### src/rtl/mem_port_arbiter.sv
// mem_port_arbiter: shares one downstream memory port between ibus and dbus requesters.
// Ports: clk, reset (async active-low); ibus i_valid/i_addr/i_size -> i_addr_ok/i_data_ok/i_rdata;
// dbus d_valid/d_addr/d_size/d_strobe/d_wdata -> d_addr_ok/d_data_ok/d_rdata;
// downstream m_valid/m_addr/m_size/m_strobe/m_wdata (registered) <- m_addr_ok/m_data_ok/m_rdata.
// Define MEM_ARB_RR_EN for round-robin arbitration; default is fixed dbus priority.
module mem_port_arbiter #(
  parameter int ADDR_W = 64,
  parameter int DATA_W = 64,
  parameter int STRB_W = DATA_W / 8
) (
  input  logic              clk,
  input  logic              reset,
  input  logic              i_valid,
  input  logic [ADDR_W-1:0] i_addr,
  input  logic [2:0]        i_size,
  output logic              i_addr_ok,
  output logic              i_data_ok,
  output logic [DATA_W-1:0] i_rdata,
  input  logic              d_valid,
  input  logic [ADDR_W-1:0] d_addr,
  input  logic [2:0]        d_size,
  input  logic [STRB_W-1:0] d_strobe,
  input  logic [DATA_W-1:0] d_wdata,
  output logic              d_addr_ok,
  output logic              d_data_ok,
  output logic [DATA_W-1:0] d_rdata,
  output logic              m_valid,
  output logic [ADDR_W-1:0] m_addr,
  output logic [2:0]        m_size,
  output logic [STRB_W-1:0] m_strobe,
  output logic [DATA_W-1:0] m_wdata,
  input  logic              m_addr_ok,
  input  logic              m_data_ok,
  input  logic [DATA_W-1:0] m_rdata
);
  typedef enum logic [1:0] {IDLE, REQ, WAIT} state_t;
  state_t state, nxt;
  logic own_d, grant_d, start, acc, done;
  assign start = (state == IDLE) & (i_valid | d_valid);
`ifdef MEM_ARB_RR_EN
  logic last_d;
  // On a conflict the side not granted last wins.
  assign grant_d = d_valid & (~i_valid | ~last_d);
  always_ff @(posedge clk or negedge reset)
    if (!reset) last_d <= 1'b0;
    else if (start) last_d <= grant_d;
`else
  assign grant_d = d_valid;
`endif
  always_ff @(posedge clk or negedge reset)
    if (!reset) begin
      state    <= IDLE;
      own_d    <= 1'b0;
      m_addr   <= '0;
      m_size   <= '0;
      m_strobe <= '0;
      m_wdata  <= '0;
    end else begin
      state <= nxt;
      if (start) begin
        own_d    <= grant_d;
        m_addr   <= grant_d ? d_addr : i_addr;
        m_size   <= grant_d ? d_size : i_size;
        m_strobe <= grant_d ? d_strobe : '0;
        m_wdata  <= grant_d ? d_wdata : '0;
      end
    end
  always_comb begin
    nxt = state;
    if (start) nxt = REQ;
    else if (state == REQ && m_addr_ok) nxt = m_data_ok ? IDLE : WAIT;
    else if (state == WAIT && m_data_ok) nxt = IDLE;
    m_valid   = state == REQ;
    acc       = m_valid & m_addr_ok;
    done      = (acc & m_data_ok) | ((state == WAIT) & m_data_ok);
    i_addr_ok = acc & ~own_d;
    d_addr_ok = acc & own_d;
    i_data_ok = done & ~own_d;
    d_data_ok = done & own_d;
    i_rdata   = i_data_ok ? m_rdata : '0;
    d_rdata   = d_data_ok ? m_rdata : '0;
  end
endmodule
### config.mk
export PLATFORM = sky130hd
export DESIGN_NAME = mem_port_arbiter
export DESIGN_NICKNAME = d
export VERILOG_FILES = /design/src/rtl/mem_port_arbiter.sv
export SDC_FILE = /design/constraint.sdc
export NUM_CORES = 1
export LEC_CHECK = 0
export ABC_CLOCK_PERIOD_IN_PS = 2400
export BUFFER_PORTS_ARGS = -buffer_cell sky130_fd_sc_hd__buf_2
export CELL_PAD_IN_SITES_DETAIL_PLACEMENT = 1
export CELL_PAD_IN_SITES_GLOBAL_PLACEMENT = 1
export CORE_AREA = 2 2 214 216
export DETAILED_ROUTE_END_ITERATION = 12
export DIE_AREA = 0 0 216 218
export PLACE_DENSITY_LB_ADDON = 0.15
export SLEW_MARGIN = 20
export SYNTH_ARGS = -nofsm -noshare
export SYNTH_HDL_FRONTEND = slang
export SYNTH_SLANG_ARGS = --single-unit
### constraint.sdc
create_clock -name clk -period 2.4 [get_ports clk]
set_clock_uncertainty 0.1 [all_clocks]
set_input_delay 0.36 -clock clk [delete_from_list [all_inputs] [get_ports clk]]
set_output_delay 0.36 -clock clk [all_outputs]
set_load 0.05 [all_outputs]
==> impl_metrics.tcl, run 1 <==
set metrics [dict create \
    die_h_um 218 \
    synth_fa_ha_area_share_pct 0 \
    initialDrtViolationCount 216 \
    finalCritPeriodShare_pct 100 \
    hold_viol 0 \
    ys_top_cells_by_area "dfrtp_1 51%, mux2_2 18%, a22o_1 9.1%" \
    routed_via_density 3.92 \
    htreeDepth 4 \
    status "finished with violations" \
    ant_nets 0 \
    violations "negative setup slack" \
    power_leakage_nw 6.05 \
    end_kind "output pin" \
    synth_top_family_by_area "multiplexers" \
    critPathLaunchType "flop" \
    max_freq_mhz 416 \
    dp_cells 1729 \
    maxSlewViolCount 0 \
    cts.clk_slew.worst_paths_ns 0.06 \
    maxCapViolations 0 \
    initial_core_util_pct 15.5 \
    hold_path_class "in -> reg" \
    synth_compound_area_share_pct 9.73 \
    final_util_pct 26.7 \
    area_delta_synth_final_pct 72.0 \
    drive_above_1_share_pct 65.5 \
    hpwl_um 26000 \
    relSlewSlack_pct 66.9 \
    worstPathRequired_ns 1.94 \
    arrival_ns 1.94 \
    seq_area_frac_synth_pct 51.1 \
    synthCells 613 \
    p_per_area_mw_per_mm2 1490 \
    place.gp.congestion 0.850 \
    finalWirelength_um 33700 \
    synth_nets 889 \
    synthSimpleGateAreaFrac_pct 13.4 \
    placementRows 78 \
    antenna_found_initial 12 \
    ys.flop_type "dfrtp_1" \
    fin_crit_ns 2.40 \
    cts_num_sinks 142 \
    nets 1433 \
    fp.dieW_um 216 \
    synth-seq-cells 142 \
    cp_num_buf_inv 2 \
    setup_slack_ns -0.00146 \
    crit_chain "and3b_2 > o211a_4 > clkbuf_16 > and2_1 > buf_6" \
    path_max_fanout 16 \
    numCtsBuffers 17 \
    instances_no_fill 1774 \
    tightestPinTransition_ns 0.495 \
    port_buffers 547 \
    rsz0062_at_grt "yes" \
    critPathKind "reg -> out" \
    fillers 5225 \
    grt_pass1_vias 7554 \
    synth.top_cell.area_share_pct 51.1 \
    postSynth.asyncResetShare_pct 100 \
    vdd_drop_max_uv 639 \
    fin_setup_tns_ns -0.00146 \
    firstDrtPassIters 4 \
    die-area_mm2 0.0471 \
    cts_tree "done" \
    synth-edff-count 0 \
    yosys_warnings 0 \
    grt_max_degree 66 \
    netlist_top_cells_count "142 x dfrtp_1, 113 x mux2_2, 72 x a22o_1" \
    cts.root.buffer_cell "clkbuf_16" \
    setup_viol 1 \
    postSynthAreaPerCell_um2 11.4 \
    grt.total_usage_pct 13.7 \
    drc_errors 0 \
    synth_mux_area_share_pct 21.7 \
    pin_count 548 \
    synth-xor-area-share_pct 0 \
    core_area_mm2 0.0449 \
    critical_path.top_delay_family "simple AND/OR/NAND/NOR gates" \
    critPathSlowestCell "dfrtp_1" \
    critPathMaxStageDelay_ns 0.40 \
    vias 6960 \
    synth_largest_area_cell "dfrtp_1" \
    synth_cell_types 19 \
    whs_ns 0.0343 \
    worstSkewPairLatency_ns 0.43 \
    syn-cell-area_mm2 0.00696 \
    grt_overflow 0 \
    clk_path_buf_depth 2 \
    wl_per_cell_um 19.0 \
    grt_pass1_wl_um 48000 \
    yosys.cell_count.top_type "dfrtp_1" \
]
==> per-layer routing <==
metal  share of wire (%)  up-vias  GRT usage [%]
met4                 2.4        6           4.45
met3                 8.6       51           5.24
met2                  52      363           25.3
met5                0.11        -              0
met1                  37     3346           14.2
li1                    -     3194              -
==> worst paths after layout <==
| kind | startpoint | endpoint | slack (ns) | cells past startpoint |
|---|---|---|---|---|
| min reg2reg | m_addr[37] | m_addr[37] | 0.40 | 1 |
| min in group asynchronous | reset | m_addr[53] | 0.29 | 2 |
| max | state[1] | i_rdata[61] | -0.001 | 5 |
| min | d_wdata[16] | m_wdata[16] | 0.03 | 2 |
| max in group asynchronous | reset | m_wdata[40] | 1.28 | 3 |
| max reg2reg | state[1] | m_addr[19] | 0.28 | 7 |
==> timing repair <==
action	in CTS	in global routing
resized for setup	134	93
setup buffers	2	2
setup endpoints to repair	95	116
hold buffers	1	0
pin swaps	1	2
cloned	1	3
hold endpoints to repair	31	0
==> final cells by class <==
type | count | area, um^2 | share of cell area [%]
Tap cell | 600 | 751 | 6.27
Clock inverter | 12 | 206 | 1.72
Timing Repair Buffer | 577 | 3740 | 31.2
Multi-Input combinational cell | 416 | 3250 | 27.2
Inverter | 3 | 11.3 | 0.0941
Clock buffer | 19 | 443 | 3.70
Sequential cell | 142 | 3550 | 29.7
Antenna cell | 5 | 12.5 | 0.105
==> where the power goes <==
part | internal, mW | switching [mW] | leakage [nW]
logic | 3.22 | 7.53 | 4.00
clock network | 1.88 | 1.10 | 0.315
registers | 3.52 | 0.561 | 1.74
total | 8.62 | 9.19 | 6.05
==> kinds of logic after synthesis <==
group                  after synthesis
AND/OR/NAND/NOR                    203
buffers and inverters               55
AO/OA/AOI/OAI                       79
multiplexers                       134
flip-flops                         142
==> stage by stage <==
step                      total power [mW]  worst slack, ns  cell area, um^2
after floorplan                       11.5           0.0756             6960
after global placement                14.4            0.322            10500
after detailed placement              14.4            0.301            10500
after CTS                             17.8          -0.0128            11600
after global routing                  18.7          -0.0985            12000
final                                 17.8         -0.00146            12000
==> flip-flops by register name (all words and copies together) (netlist names) <==
| name | count |
|---|---|
| m_addr | 64 |
| m_wdata | 64 |
| m_strobe | 8 |
| m_size | 3 |
| state | 2 |
| own_d | 1 |
==> cell usage in the layout, fill, tap and decap left out, types with 20 or more instances in the layout <==
master     netlist  layout
a22o_1          72      72
and2_1          65      25
and2_4           0      39
buf_2           38     443
buf_6            3      58
clkbuf_16        0      20
clkbuf_4         0      31
dfrtp_1        142     141
mux2_1          21      21
mux2_2         113     113
nand2_1         67      67
nor2_1          68      68
Note: power is estimated with default switching activity, not from simulation.
==> run 2, diff against run 1 <==
--- a/config.mk
+++ b/config.mk
@@ -5,13 +5,13 @@
 export SDC_FILE = /design/constraint.sdc
 export NUM_CORES = 1
 export LEC_CHECK = 0
-export ABC_CLOCK_PERIOD_IN_PS = 2400
+export ABC_CLOCK_PERIOD_IN_PS = 2050
 export BUFFER_PORTS_ARGS = -buffer_cell sky130_fd_sc_hd__buf_2
 export CELL_PAD_IN_SITES_DETAIL_PLACEMENT = 1
 export CELL_PAD_IN_SITES_GLOBAL_PLACEMENT = 1
-export CORE_AREA = 2 2 214 216
+export CORE_AREA = 2 2 215 217
 export DETAILED_ROUTE_END_ITERATION = 12
-export DIE_AREA = 0 0 216 218
+export DIE_AREA = 0 0 217 219
 export PLACE_DENSITY_LB_ADDON = 0.15
 export SLEW_MARGIN = 20
 export SYNTH_ARGS = -nofsm -noshare
==> constraint.sdc (replaced) <==
create_clock -name clk -period 2.05 [get_ports clk]
set_clock_uncertainty 0.1 [all_clocks]
set_input_delay 0.3075 -clock clk [delete_from_list [all_inputs] [get_ports clk]]
set_output_delay 0.3075 -clock clk [all_outputs]
set_load 0.05 [all_outputs]
==> run 2 against run 1 <==
  * The flow still finishes with violations (negative setup slack)
  * Global-route usage rose by 0.19 points
  * Critical path depth did not move
  * Flip-flop and latch count did not move
  * First-iteration DRC count fell by 11%
  * Die area rose by 0.92%
  * Critical endpoint is now i_rdata[55]
  * Largest power group unchanged
==> impl_metrics.tcl, run 2 (synthesis results as in run 1) <==
set metrics [dict create \
    dp_cells 1730 \
    die_h_um 219 \
    critPathKind "reg -> out" \
    critPathSlowestCell "dfrtp_1" \
    worstPathRequired_ns 1.64 \
    numCtsBuffers 17 \
    setup_viol 130 \
    grt_overflow 0 \
    fp.dieW_um 217 \
    placementRows 78 \
    hpwl_um 25900 \
    p_clk_share_pct 15.4 \
    nets 1500 \
    firstDrtPassIters 4 \
    hold_path_class "in -> reg" \
    final_util_pct 28.1 \
    core_area_mm2 0.0451 \
    switching_share_pct 52.5 \
    vdd_drop_max_uv 874 \
    cts_tree "done" \
    end_kind "output pin" \
    routed_via_density 3.89 \
    crit_chain "and3b_1 > o211a_4 > clkbuf_16 > and2_1 > buf_6" \
    fin_crit_ns 2.32 \
    violations "negative setup slack" \
    placed_cell_area_mm2 0.0105 \
    port_buffers 547 \
    setup_slack_ns -0.270 \
    path_max_fanout 16 \
    tightestPinTransition_ns 0.384 \
    ant_nets 0 \
    final_area_mm2 0.0127 \
    drc_errors 0 \
    cts.clk_slew.worst_paths_ns 0.06 \
    wl_per_cell_um 18.5 \
    hold_viol 0 \
    regToRegSetupSlack_ns 0.28 \
    area_delta_synth_final_pct 82.3 \
    internal-power_mw 9.77 \
    rsz0062_at_grt "yes" \
    dp_slack_ns 0.117 \
    critPathMaxStageDelay_ns 0.40 \
    top_regs "m_addr (64), m_wdata (64), m_strobe (8)" \
    vias 7182 \
    critPathLaunchType "flop" \
    relSlewSlack_pct 74.4 \
    critical_path.top_delay_family "simple AND/OR/NAND/NOR gates" \
    die-area_mm2 0.0475 \
    pin_count 548 \
    grt_pass1_wl_um 49200 \
    htreeDepth 4 \
    mostFrequentLayoutCells "416 x buf_2, 141 x dfrtp_1, 113 x mux2_2, 108 x buf_6" \
    arrival_ns 1.91 \
    critPathLaunch "state[1]" \
    initialDrtViolationCount 193 \
    p_per_area_mw_per_mm2 1620 \
    final_common_cell "buf_2" \
    fin_setup_tns_ns -27.39 \
    maxSlewViolCount 0 \
    grt_pass1_vias 7640 \
    grt.total_usage_pct 13.9 \
    rr_startpoint "state[1]" \
    power_frac_comb_pct 61.5 \
    place.gp.congestion 0.769 \
    maxCapViolations 0 \
    cts.root.buffer_cell "clkbuf_16" \
    drive_above_1_share_pct 59.5 \
    worstSkewPairLatency_ns 0.42 \
    seqPwrFrac_pct 23.2 \
    p_sw_mw 10.8 \
    initial_core_util_pct 15.4 \
    max_freq_mhz 431 \
    reg2reg_depth 6 \
    p_total_mw 20.6 \
    worstSetupPathDepth 5 \
    cp_num_buf_inv 2 \
    clk_path_buf_depth 2 \
    instances_no_fill 1844 \
    cts_num_sinks 142 \
    power_leakage_nw 6.26 \
    finalWirelength_um 34100 \
    whs_ns 0.0350 \
    antenna_found_initial 12 \
    r2r_end "m_wdata[55]" \
    grt_max_degree 67 \
    status "finished with violations" \
    finalCritPeriodShare_pct 113 \
    crit_end "i_rdata[55]" \
    cts_setup_buffers 0 \
]
run 2: worst min-delay path by stage:
| stage | startpoint | endpoint | slack, ns | cells after the start |
|---|---|---|---|---|
| floorplan | reset | m_addr[0] | -0.09 | 0 |
| global placement | reset | m_addr[57] | 0.14 | 1 |
| detailed placement | reset | m_addr[57] | 0.13 | 1 |
| CTS | d_wdata[32] | m_wdata[32] | 0.01 | 2 |
| global route | d_wdata[32] | m_wdata[32] | 0.03 | 2 |
| finish | d_wdata[32] | m_wdata[32] | 0.04 | 2 |
run 2: area by class of cell:
| type | instances | area [um^2] |
|---|---|---|
| diodes | 8 | 20.0 |
| multi-input cells | 416 | 3190 |
| repair buffers | 644 | 4570 |
| flip-flops and latches | 142 | 3550 |
| well taps | 600 | 751 |
| clock inverters | 9 | 110 |
| fillers | 5214 | 32400 |
| clock buffers | 22 | 474 |
| inverters | 3 | 11.3 |
run 2: worst reg2reg max path, stage by stage, from the launching register on:
cell     delay [ns]
dfrtp_1        0.40
buf_4          0.16
nor2_1         0.11
buf_4          0.15
and2_2         0.30
buf_4          0.31
a22o_1         0.18
run 2: layer usage:
layer | GRT usage (%) | part of all wire, % | wire, um | vias up
met2 | 24.8 | 53 | 18000 | 322
met5 | 0 | 0.076 | 26 | -
li1 | - | - | - | 3332
met1 | 15.3 | 37 | 12800 | 3499
met4 | 4.68 | 1.7 | 566 | 4
met3 | 4.85 | 8.1 | 2760 | 25
run 2: timing repair:
item	in CTS	in global routing
cloned	2	1
endpoints found under the hold margin	104	0
gates resized for setup	186	60
hold buffers	72	0
pin swaps	0	0
endpoints found under the setup margin	132	132
run 2: power groups by stage:
stage | Sequential [mW] | Clock (mW) | Combinational (mW)
2_1_floorplan | 9.21 | 0 | 4.28
6_report | 4.76 | 3.16 | 12.6
5_1_grt | 4.96 | 3.39 | 13.3
4_1_cts | 4.77 | 3.28 | 12.7
3_5_place_dp | 4.76 | 0 | 12.2
3_3_place_gp | 4.75 | 0 | 12.2
==> run 3, diff against run 2 <==
--- a/config.mk
+++ b/config.mk
@@ -12,6 +12,7 @@
 export CORE_AREA = 2 2 215 217
 export DETAILED_ROUTE_END_ITERATION = 12
 export DIE_AREA = 0 0 217 219
+export HOLD_SLACK_MARGIN = 0.05
 export PLACE_DENSITY_LB_ADDON = 0.15
 export SLEW_MARGIN = 20
 export SYNTH_ARGS = -nofsm -noshare
==> run 3 against run 2 <==
  * The run still ends with negative setup slack left
  * Design area hardly changed
  * Sequential power barely moved
  * First-iteration DRC count increased by 4.1%
  * Global-route usage hardly changed
  * Combinational power is essentially flat
  * Fmax down 0.17%
  * Die area unchanged
  * Largest power group unchanged
==> impl_metrics.tcl, run 3 (synthesis results as in run 1) <==
set metrics [dict create \
    p_total_mw 20.6 \
    port_buffers 547 \
    grt_overflow 0 \
    pin_count 548 \
    grt_pass1_wl_um 49200 \
    initialDrtViolationCount 201 \
    finalWirelength_um 34100 \
    die_h_um 219 \
    end_kind "output pin" \
    critPathKind "reg -> out" \
    hold_path_class "in -> reg" \
    area_delta_synth_final_pct 82.4 \
    status "finished with violations" \
    ant_nets 0 \
    setup_slack_ns -0.274 \
    vdd_drop_max_uv 877 \
    drt-met1-wl_um 12800 \
    core_area_mm2 0.0451 \
    placementRows 78 \
    grt_max_degree 67 \
    drc_errors 0 \
    cts.clk_slew.worst_paths_ns 0.06 \
    numCtsBuffers 17 \
    drive_above_1_share_pct 59.5 \
    initial_core_util_pct 15.4 \
    tightestPinTransition_ns 0.385 \
    cts_num_sinks 142 \
    power_leakage_nw 6.26 \
    antenna_found_initial 12 \
    cts_tree "done" \
    wl_met3_um 2770 \
    grt_pass1_vias 7638 \
    cts.root.buffer_cell "clkbuf_16" \
    final_common_cell "buf_2" \
    vias 7191 \
    routed_via_density 3.90 \
    path_max_fanout 16 \
    dp_slack_ns 0.117 \
    clk_path_buf_depth 2 \
    hpwl_um 25900 \
    die-area_mm2 0.0475 \
    firstDrtPassIters 4 \
    nets 1501 \
    arrival_ns 1.92 \
    fin_crit_ns 2.32 \
    top_regs "m_addr (64), m_wdata (64), m_strobe (8)" \
    setup_viol 130 \
    wl_met2_um 17900 \
    reg2reg_depth 6 \
    relSlewSlack_pct 74.3 \
    fp.dieW_um 217 \
    worstPathRequired_ns 1.64 \
    htreeDepth 4 \
    mostFrequentLayoutCells "416 x buf_2, 141 x dfrtp_1, 113 x mux2_2, 108 x buf_6, 73 x dlygate4sd3_1" \
    rsz0062_at_grt "yes" \
    place.gp.congestion 0.769 \
    violations "negative setup slack" \
    finalCritPeriodShare_pct 113 \
    max_freq_mhz 430 \
    min_path_cells 2 \
    hold_viol 0 \
    grt.total_usage_pct 13.9 \
    wl_per_cell_um 18.5 \
    route.top_layer_used "met5" \
    worstSkewPairLatency_ns 0.43 \
    critPathLaunchType "flop" \
    maxCapViolations 0 \
    maxSlewViolCount 0 \
    p_per_area_mw_per_mm2 1620 \
]
-- run 3: metrics by stage --
step	instance area, um^2	TNS [ns]	hold slack [ns]	cells	utilization (%)
3_3_place_gp	10500	0	0.141	1730	23.4
6_report	12700	-27.56	0.101	1843	28.1
3_5_place_dp	10500	0	0.134	1730	23.4
5_1_grt	12700	-40.49	0.0991	1842	28.1
2_1_floorplan	7000	-2.11	-0.0881	613	-
4_1_cts	12500	-33.95	0.0829	1836	27.6
-- run 3: routing by layer --
metal / vias up / GRT usage, %
met5: - / 0
met4: 4 / 4.68
li1: 3330 / -
met1: 3503 / 15.3
met2: 326 / 24.8
met3: 28 / 4.82
-- run 3: layout make-up --
type                    count  area, um^2
multi-input cells         416        3190
diodes                      6        15.0
fillers                  5213       32400
well taps                 600         751
repair buffers            645        4580
inverters                   3        11.3
flip-flops and latches    142        3550
clock inverters             9         110
clock buffers              22         474
-- run 3: final timing paths --
path	from	end	slack, ns
min in group asynchronous	reset	m_addr[57]	0.24
worst max register to register	state[1]	m_wdata[55]	0.29
max in group asynchronous	reset	m_strobe[1]	0.91
worst max-delay path	state[1]	i_rdata[55]	-0.27
worst min-delay path	m_data_ok	state[1]	0.10
worst min register to register	m_addr[38]	m_addr[38]	0.40
-- run 3: where the power goes --
group          switching [mW]  total, mW  internal (mW)  leakage [nW]
Clock                    1.28       3.17           1.88         0.279
Combinational            8.86       12.6           3.77          4.24
Sequential              0.643       4.76           4.12          1.74
Total                    10.8       20.6           9.78          6.26
-- run 3: worst max-delay path, cell delays in order (launching register included) --
cell and delay [ns]:
dfrtp_1 0.40, and3b_1 0.26, o211a_4 0.28, clkbuf_16 0.21
and2_1 0.16, buf_6 0.17
-- run 3: repair_timing --
action                                  in CTS  in global routing
gates resized for setup                    186                 60
endpoints found under the setup margin     132                132
buffers inserted                             0                  0
gates cloned                                 2                  1
hold endpoints to repair                   105                  0
hold buffers                                73                  0
